## src/rtl/if_id_queue_pkg.sv

```systemverilog
// Shared widths and entry layout for the fetch-to-decode instruction queue.
package if_id_queue_pkg;

  localparam int unsigned WORD      = 64;
  localparam int unsigned INSTR_LEN = 32;
  localparam int unsigned IFQ_DEPTH = 4;
  localparam int unsigned ENTRY_W   = 2 * WORD + INSTR_LEN;

  typedef struct packed {
    logic [WORD-1:0]      pc;
    logic [WORD-1:0]      incremented_pc;
    logic [INSTR_LEN-1:0] instruction;
  } ifq_entry_t;

endpackage

```

## src/rtl/ifq_storage.sv

```systemverilog
// Entry register array: one write port, one asynchronous read port, no reset.
module ifq_storage #(
  parameter int unsigned DEPTH = 4,
  parameter int unsigned AW    = 2,
  parameter int unsigned W     = 160
) (
  input  logic          clk,
  input  logic          we_i,
  input  logic [AW-1:0] waddr_i,
  input  logic [W-1:0]  wdata_i,
  input  logic [AW-1:0] raddr_i,
  output logic [W-1:0]  rdata_o
);

  logic [W-1:0] mem_q [DEPTH];

  always_ff @(posedge clk) begin
    if (we_i) mem_q[waddr_i] <= wdata_i;
  end

  assign rdata_o = mem_q[raddr_i];

endmodule

```

## src/rtl/if_id_queue.sv

```systemverilog
// Fetch-to-decode instruction queue with valid/ready handshakes and one-cycle flush.
module if_id_queue
  import if_id_queue_pkg::*;
#(
  parameter int unsigned DEPTH = IFQ_DEPTH,
  parameter int unsigned AW    = $clog2(DEPTH)
) (
  input  logic                 clk,
  input  logic                 reset,
  input  logic                 in_valid,
  output logic                 in_ready,
  input  logic [WORD-1:0]      in_pc,
  input  logic [WORD-1:0]      in_incremented_pc,
  input  logic [INSTR_LEN-1:0] in_instruction,
  input  logic                 flush,
  output logic                 out_valid,
  input  logic                 out_ready,
  output logic [WORD-1:0]      out_pc,
  output logic [WORD-1:0]      out_incremented_pc,
  output logic [INSTR_LEN-1:0] out_instruction,
  output logic [AW:0]          count
);

  localparam logic [AW:0] FULL = (AW+1)'(DEPTH);

  logic [AW-1:0] wr_ptr_q, wr_ptr_d;
  logic [AW-1:0] rd_ptr_q, rd_ptr_d;
  logic [AW:0]   count_q,  count_d;
  logic          push, pop;
  ifq_entry_t    wr_entry, rd_entry;

  assign in_ready  = (count_q != FULL);
  assign out_valid = (count_q != '0);
  assign push      = in_valid & in_ready & ~flush;
  assign pop       = out_valid & out_ready & ~flush;

  // DEPTH is a power of two, so the AW-bit pointer increment wraps on its own.
  always_comb begin
    wr_ptr_d = wr_ptr_q;
    rd_ptr_d = rd_ptr_q;
    count_d  = count_q;
    if (flush) begin
      wr_ptr_d = '0;
      rd_ptr_d = '0;
      count_d  = '0;
    end else begin
      if (push) wr_ptr_d = wr_ptr_q + AW'(1);
      if (pop)  rd_ptr_d = rd_ptr_q + AW'(1);
      if (push && !pop)      count_d = count_q + (AW+1)'(1);
      else if (pop && !push) count_d = count_q - (AW+1)'(1);
    end
  end

  always_ff @(posedge clk or posedge reset) begin
    if (reset) begin
      wr_ptr_q <= '0;
      rd_ptr_q <= '0;
      count_q  <= '0;
    end else begin
      wr_ptr_q <= wr_ptr_d;
      rd_ptr_q <= rd_ptr_d;
      count_q  <= count_d;
    end
  end

  assign wr_entry = '{pc: in_pc, incremented_pc: in_incremented_pc, instruction: in_instruction};

  ifq_storage #(
    .DEPTH(DEPTH),
    .AW   (AW),
    .W    (ENTRY_W)
  ) u_storage (
    .clk    (clk),
    .we_i   (push),
    .waddr_i(wr_ptr_q),
    .wdata_i(wr_entry),
    .raddr_i(rd_ptr_q),
    .rdata_o(rd_entry)
  );

  assign out_pc             = out_valid ? rd_entry.pc             : '0;
  assign out_incremented_pc = out_valid ? rd_entry.incremented_pc : '0;
  assign out_instruction    = out_valid ? rd_entry.instruction    : '0;
  assign count              = count_q;

endmodule

```

## config.mk

```make
export PLATFORM = sky130hd
export DESIGN_NAME = if_id_queue
export DESIGN_NICKNAME = d
export VERILOG_FILES = /design/src/rtl/if_id_queue_pkg.sv /design/src/rtl/ifq_storage.sv /design/src/rtl/if_id_queue.sv
export SDC_FILE = /design/constraint.sdc
export NUM_CORES = 1
export LEC_CHECK = 0
export ABC_AREA = 1
export BUFFER_PORTS_ARGS = -buffer_cell sky130_fd_sc_hd__buf_2
export CAP_MARGIN = 30
export CORE_ASPECT_RATIO = 1.2
export CORE_MARGIN = 2
export CORE_UTILIZATION = 45
export CTS_BUF_LIST = sky130_fd_sc_hd__clkbuf_2 sky130_fd_sc_hd__clkbuf_4 sky130_fd_sc_hd__clkbuf_8
export CTS_CLUSTER_DIAMETER = 30
export DETAILED_ROUTE_END_ITERATION = 8
export GPL_TIMING_DRIVEN = 0
export HOLD_SLACK_MARGIN = 0.06
export SETUP_SLACK_MARGIN = 0.5
export SLEW_MARGIN = 20
export SYNTH_ARGS = -nofsm -noshare
export SYNTH_HDL_FRONTEND = slang
export SYNTH_SLANG_ARGS = --single-unit
```

## constraint.sdc

```tcl
create_clock -name clk -period 14.1 [get_ports clk]
set_input_delay 2.115 -clock clk [delete_from_list [all_inputs] [get_ports clk]]
set_output_delay 2.115 -clock clk [all_outputs]
set_load 0.05 [all_outputs]
```

# Word-level counts from Yosys, hierarchy flattened
# Memories as Yosys holds them, arrays and structs flattened.
# Index checks and enable logic that the tools add are counted.
[word_totals] register_bits=7 latchBits=0 ram_bits=640 mem_bits_ro=0 input_bits=165 output_inout_bits=165 wordCells=34 memories=1
[mem_list] name="u_storage.mem_q" depth=4 word_bits=160 rd=1 rd_clocked_by_memory_dff=0 wr=1 line="ifq_storage.sv:15" rtl="logic [W-1:0] mem_q [DEPTH];"
[op_classes] add_sub_neg=4 multipliers=0 div=0 magnitude_cmp=0 n_eq_ne=1 n_shift=0 mux=12 n_bitwise=5 n_reduce_logical=8
[ops] operator="$mux W64" n=2
[ops] operator="$mux W32" n=1
[ops] operator="$mux W3" n=3
[ops] operator="$mux W2" n=4
[ops] operator="$reduce_bool A3 Y1" n=2
[ops] operator="$add A2 B1 Y2 const B" n=2
[ops] operator="$and A1 B1 Y1" n=4
[ops] operator="$reduce_bool A2 Y1" n=2
[ops] operator="$add A3 B1 Y3 const B" n=1
[ops] operator="$ne A3 B3 Y1 const B" n=1
[ops] operator="$sub A3 B1 Y3 const B" n=1
[ops] operator="$logic_and A1 B1 Y1" n=2
[ops] operator="$logic_not A1 Y1" n=2
[ops] operator="$mux W1" n=2
[ops] operator="$not A1 Y1" n=1

# Logic depth before layout (Yosys ltp)
[logic_depth] word_depth=8 depth_mapped=11 depth_no_buf=11

# Hierarchy
# Synthesis repeated with hierarchy kept, for this count alone.
[unflattened] cells_unflattened=2908 hier_area_um2=28813.9
[modules_own_cells] module="ifq_storage" n_inst=1 cells_per_inst=2515 area_each_um2=27074.7 seq_area_each_um2=19218.4
[modules_own_cells] module="if_id_queue" n_inst=1 cells_per_inst=393 area_each_um2=1739.2 seq_area_each_um2=175.2

# Least setup slack after synthesis
# Ideal clock, no wire load.
[synth_timing] path_kind="input port to flip-flop" from="input port in_valid" to="memory u_storage.mem_q[0][0], enable pin" setup_ps=683 arrival_time_ps=9066 t_required_ps=13417 path_slack_ps=4351 stages=4 path_cell_list="nand2_2 -> nor2_4 -> inv_2 -> nor2_1"
[synth_via] elab_chain_len=4
[synth_lines] item="start: declaration" line="if_id_queue.sv:10" rtl="input logic in_valid,"
[synth_lines] item="$and A1 B1 Y1 (2 in series)" line="if_id_queue.sv:34" rtl="assign push = in_valid & in_ready & ~flush;"
[synth_lines] item="$mux W1" line="ifq_storage.sv:18" rtl="if (we_i) mem_q[waddr_i] <= wdata_i;"
[synth_lines] item="$mux W1 (implied by the code)" line="ifq_storage.sv:18"
[synth_lines] item="end: declaration" line="ifq_storage.sv:15"
# No other way between the ends.

# Worst setup path after layout
[layout_timing] from="register count_q[1] (netlist: count[1])" to="output port out_pc[54]"
[layout_via] elab_chain_len=2
[layout_lines] item="start: declaration" line="if_id_queue.sv:28" rtl="logic [AW:0] count_q, count_d;"
[layout_lines] item="start signal: assignment" line="if_id_queue.sv:62" rtl="count_q <= count_d;"
[layout_lines] item="$reduce_bool A3 Y1" line="if_id_queue.sv:33" rtl="assign out_valid = (count_q != '0);"
[layout_lines] item="$mux W64" line="if_id_queue.sv:81" rtl="assign out_pc = out_valid ? rd_entry.pc : '0;"
[layout_lines] item="end: declaration" line="if_id_queue.sv:18" rtl="output logic [WORD-1:0] out_pc,"
# No other way between the ends.

==> qor.csv <==
metric,value,unit
status,completed,
Boundary Pins,330,
WL met2,34270,um
synth cell count leaders,"nor2_1 (644), edfxtp_1 (640), o21ai_1 (222)",
Compound-Gate Fraction of Synth Area,0.09729,
Hold WC Path Type,flop to flop,
initial drt markers,1326,
Yosys warning total,0,
Post-Syn Area,0.02518,sq mm
fmax,206.4,MHz
hold_buf cts,0,
post-synthesis sequential area ratio,0.7701,
area grow syn2layout,23.75,%
Syn Nets,2120,
initial antenna violation count,22,
Least-Margin Pin Slew,0.7640,ns
layout cells sized above 1,0.2662,
cell count after synthesis,1950,
CP Max Fanout,10,
total global routing overflow,0,
post-DR wirelength/cell,20.94,um
Port Buf Inserts,329,
clk buf depth,3,
DP Worst Slack,9.795,ns
multiplexer share of the synthesized area,0,
Worst VDD drop,0.0001411,V
Num Clock Sinks,647,
unrepaired setup endpoints after global routing,false,
P_leak,11.41,nW
fin. max-slew vios,0,
clk_skew,0.02560,ns
met3 wire length,5935,um
DIE AREA,0.05788,sq mm
min Tclk post-route,4.844,ns
Residual DRC,0,
clock transition at the registers of the reported paths,0.06,ns
Max-slew headroom,0.4907,
Final GP Congestion,0.7632,
Cell Pwr Density,212.5,mW/mm^2
Tcrit/Tclk final,0.3435,
post-route ant nets,0,
Detailed Route WL,68190,um
first-pass GRT wire length,101300,um
synthesized area per cell,12.91,sq um
nets,2602,
CTS Buf Count,115,
Met1 Wirelength,26390,um
CTS tree,yes,
Post-Synth XOR/XNOR Area,0.0003478,
ys flop type,edfxtp_1,
DPL Wire Length,44000,um
Yosys top cell area share,0.7632,
Synth Area in Simple Gates,0.1005,
number of cell rows,95,
via/cell ratio,5.240,
Setup crit end kind,output port,
Seq cells post-synth,647,
"EDFF count, synth",640,
Final Worst Setup Slack,9.256,ns
vias in the first global route,17130,
largest area contributor in the netlist,edfxtp_1,
main combinational cell family by area after synthesis,simple AND/OR/NAND/NOR gates,
H-tree depth,3,
Critical Path RT,11.98,ns
"Arr. time, crit path",2.73,ns
"Clk Latency, worst-skew pair",0.71,ns
setup violators final,0,
Top Layer Used,met5,
"top cells by area, synth","edfxtp_1 (76%), nor2_1 (9.6%), o21ai_1 (4.4%), a21oi_1 (3.2%), o21ai_0 (2.1%)",
initial core utilization,0.4527,
CTS root buf,clkbuf_8,
Max Cap Viol,0,
"count leader, synth",nor2_1,
Vias,17070,
post_cts resized,0,
Synth Area in Adders,0.002782,
Die Span Y,263.1,um
chip width,219.9,um
critical path type,flop to output port,
fraction of registers with async set/reset,0.01082,
# Post-CTS Setup Buffers,0,
hold slack,0.5750,ns
gr usage total,0.2337,
core area,0.05563,sq mm
Final Hold Vio Count,0,
pin count of the biggest net entering global routing,23,
library cells used by synthesis,23,
TritonRoute pass-1 iters,5,
crit start category,flop,
flip-flops by register name (all words and copies together) (netlist names):
name	flops
u_storage.mem_q	640
count	3
rd_ptr_q	2
wr_ptr_q	2
path summary, 6_finish.rpt:
kind,start,to,slack (ns),cells past startpoint
hold reg to reg,count[0]$_DFFE_PP0P_,count[0]$_DFFE_PP0P_,0.58,1
setup reg to reg,count[0]$_DFFE_PP0P_,u_storage.mem_q[1][82]$_DFFE_PP_,11.45,11
min in group asynchronous,reset,count[1]$_DFFE_PP0P_,1.33,2
setup / recovery,count[1]$_DFFE_PP0P_,out_pc[54],9.26,7
max in group asynchronous,reset,rd_ptr_q[1]$_DFFE_PP0P_,12.54,2
hold / removal,count[0]$_DFFE_PP0P_,count[0]$_DFFE_PP0P_,0.58,1
cells by family after synthesis:
group           count (synthesis)
compound gates                489
xor+xnor                        1
fa+ha+maj                       5
buf+inv                       141
flops                         647
simple gates                  667
cell usage in the layout (no fill, tap or decap), drive strengths merged, types with 4 or more instances in the layout:
cell / synthesis / final
clkinv: 0 / 33
nand2: 14 / 14
diode: 0 / 9
ha: 4 / 4
nor2: 646 / 646
inv: 18 / 24
clkinvlp: 0 / 7
buf: 76 / 441
a21oi: 162 / 162
o21ai: 326 / 326
dfrtp: 7 / 7
clkbuf: 47 / 193
bufinv: 0 / 14
nand3: 7 / 7
edfxtp: 640 / 640
worst max-delay path: stages, from the launching register on:
cell,delay [ns]
dfrtp_1,0.43
nor2_2,0.18
nand2_2,0.09
inv_2,0.21
buf_2,0.40
buf_2,0.36
a21oi_1,0.11
buf_2,0.23
layout make-up:
class                           count  area (sq um)
Buffer                            123         661.9
Multi-Input combinational cell   1162          5089
Timing Repair Buffer              365          2497
Clock inverter                     60         680.7
Fill cell                        4572         24470
Sequential cell                   647         19390
Antenna cell                        9         22.52
Tap cell                          727         909.6
Inverter                           18         67.56
Clock buffer                      146          1841
routing by layer:
metal,vias to the layer above,track usage
met3,125,0.06932
met4,22,0.08543
met1,8325,0.2831
met5,-,0
met2,639,0.3943
li1,7956,-
power breakdown:
group / switching (W) / total [W] / internal [W]
combinational: 0.00195 / 0.00248 / 0.000532
sequential: 0.0000287 / 0.00226 / 0.00223
clock: 0.000760 / 0.00188 / 0.00112
total: 0.00274 / 0.00662 / 0.00388
metrics by stage:
stage               setup TNS, ns  power, W  utilization  std cells  area, sq um
detailed placement              0  0.004794       0.5145       3042        28620
global route                    0  0.006887       0.5601       3254        31150
global placement         -1068.10  0.004789       0.4986       3006        27740
CTS                             0  0.006671       0.5598       3248        31140
floorplan                       0  0.004046            -       1950        25180
finish                          0  0.006621       0.5602       3257        31160
Power figures use the tool's default switching activity.
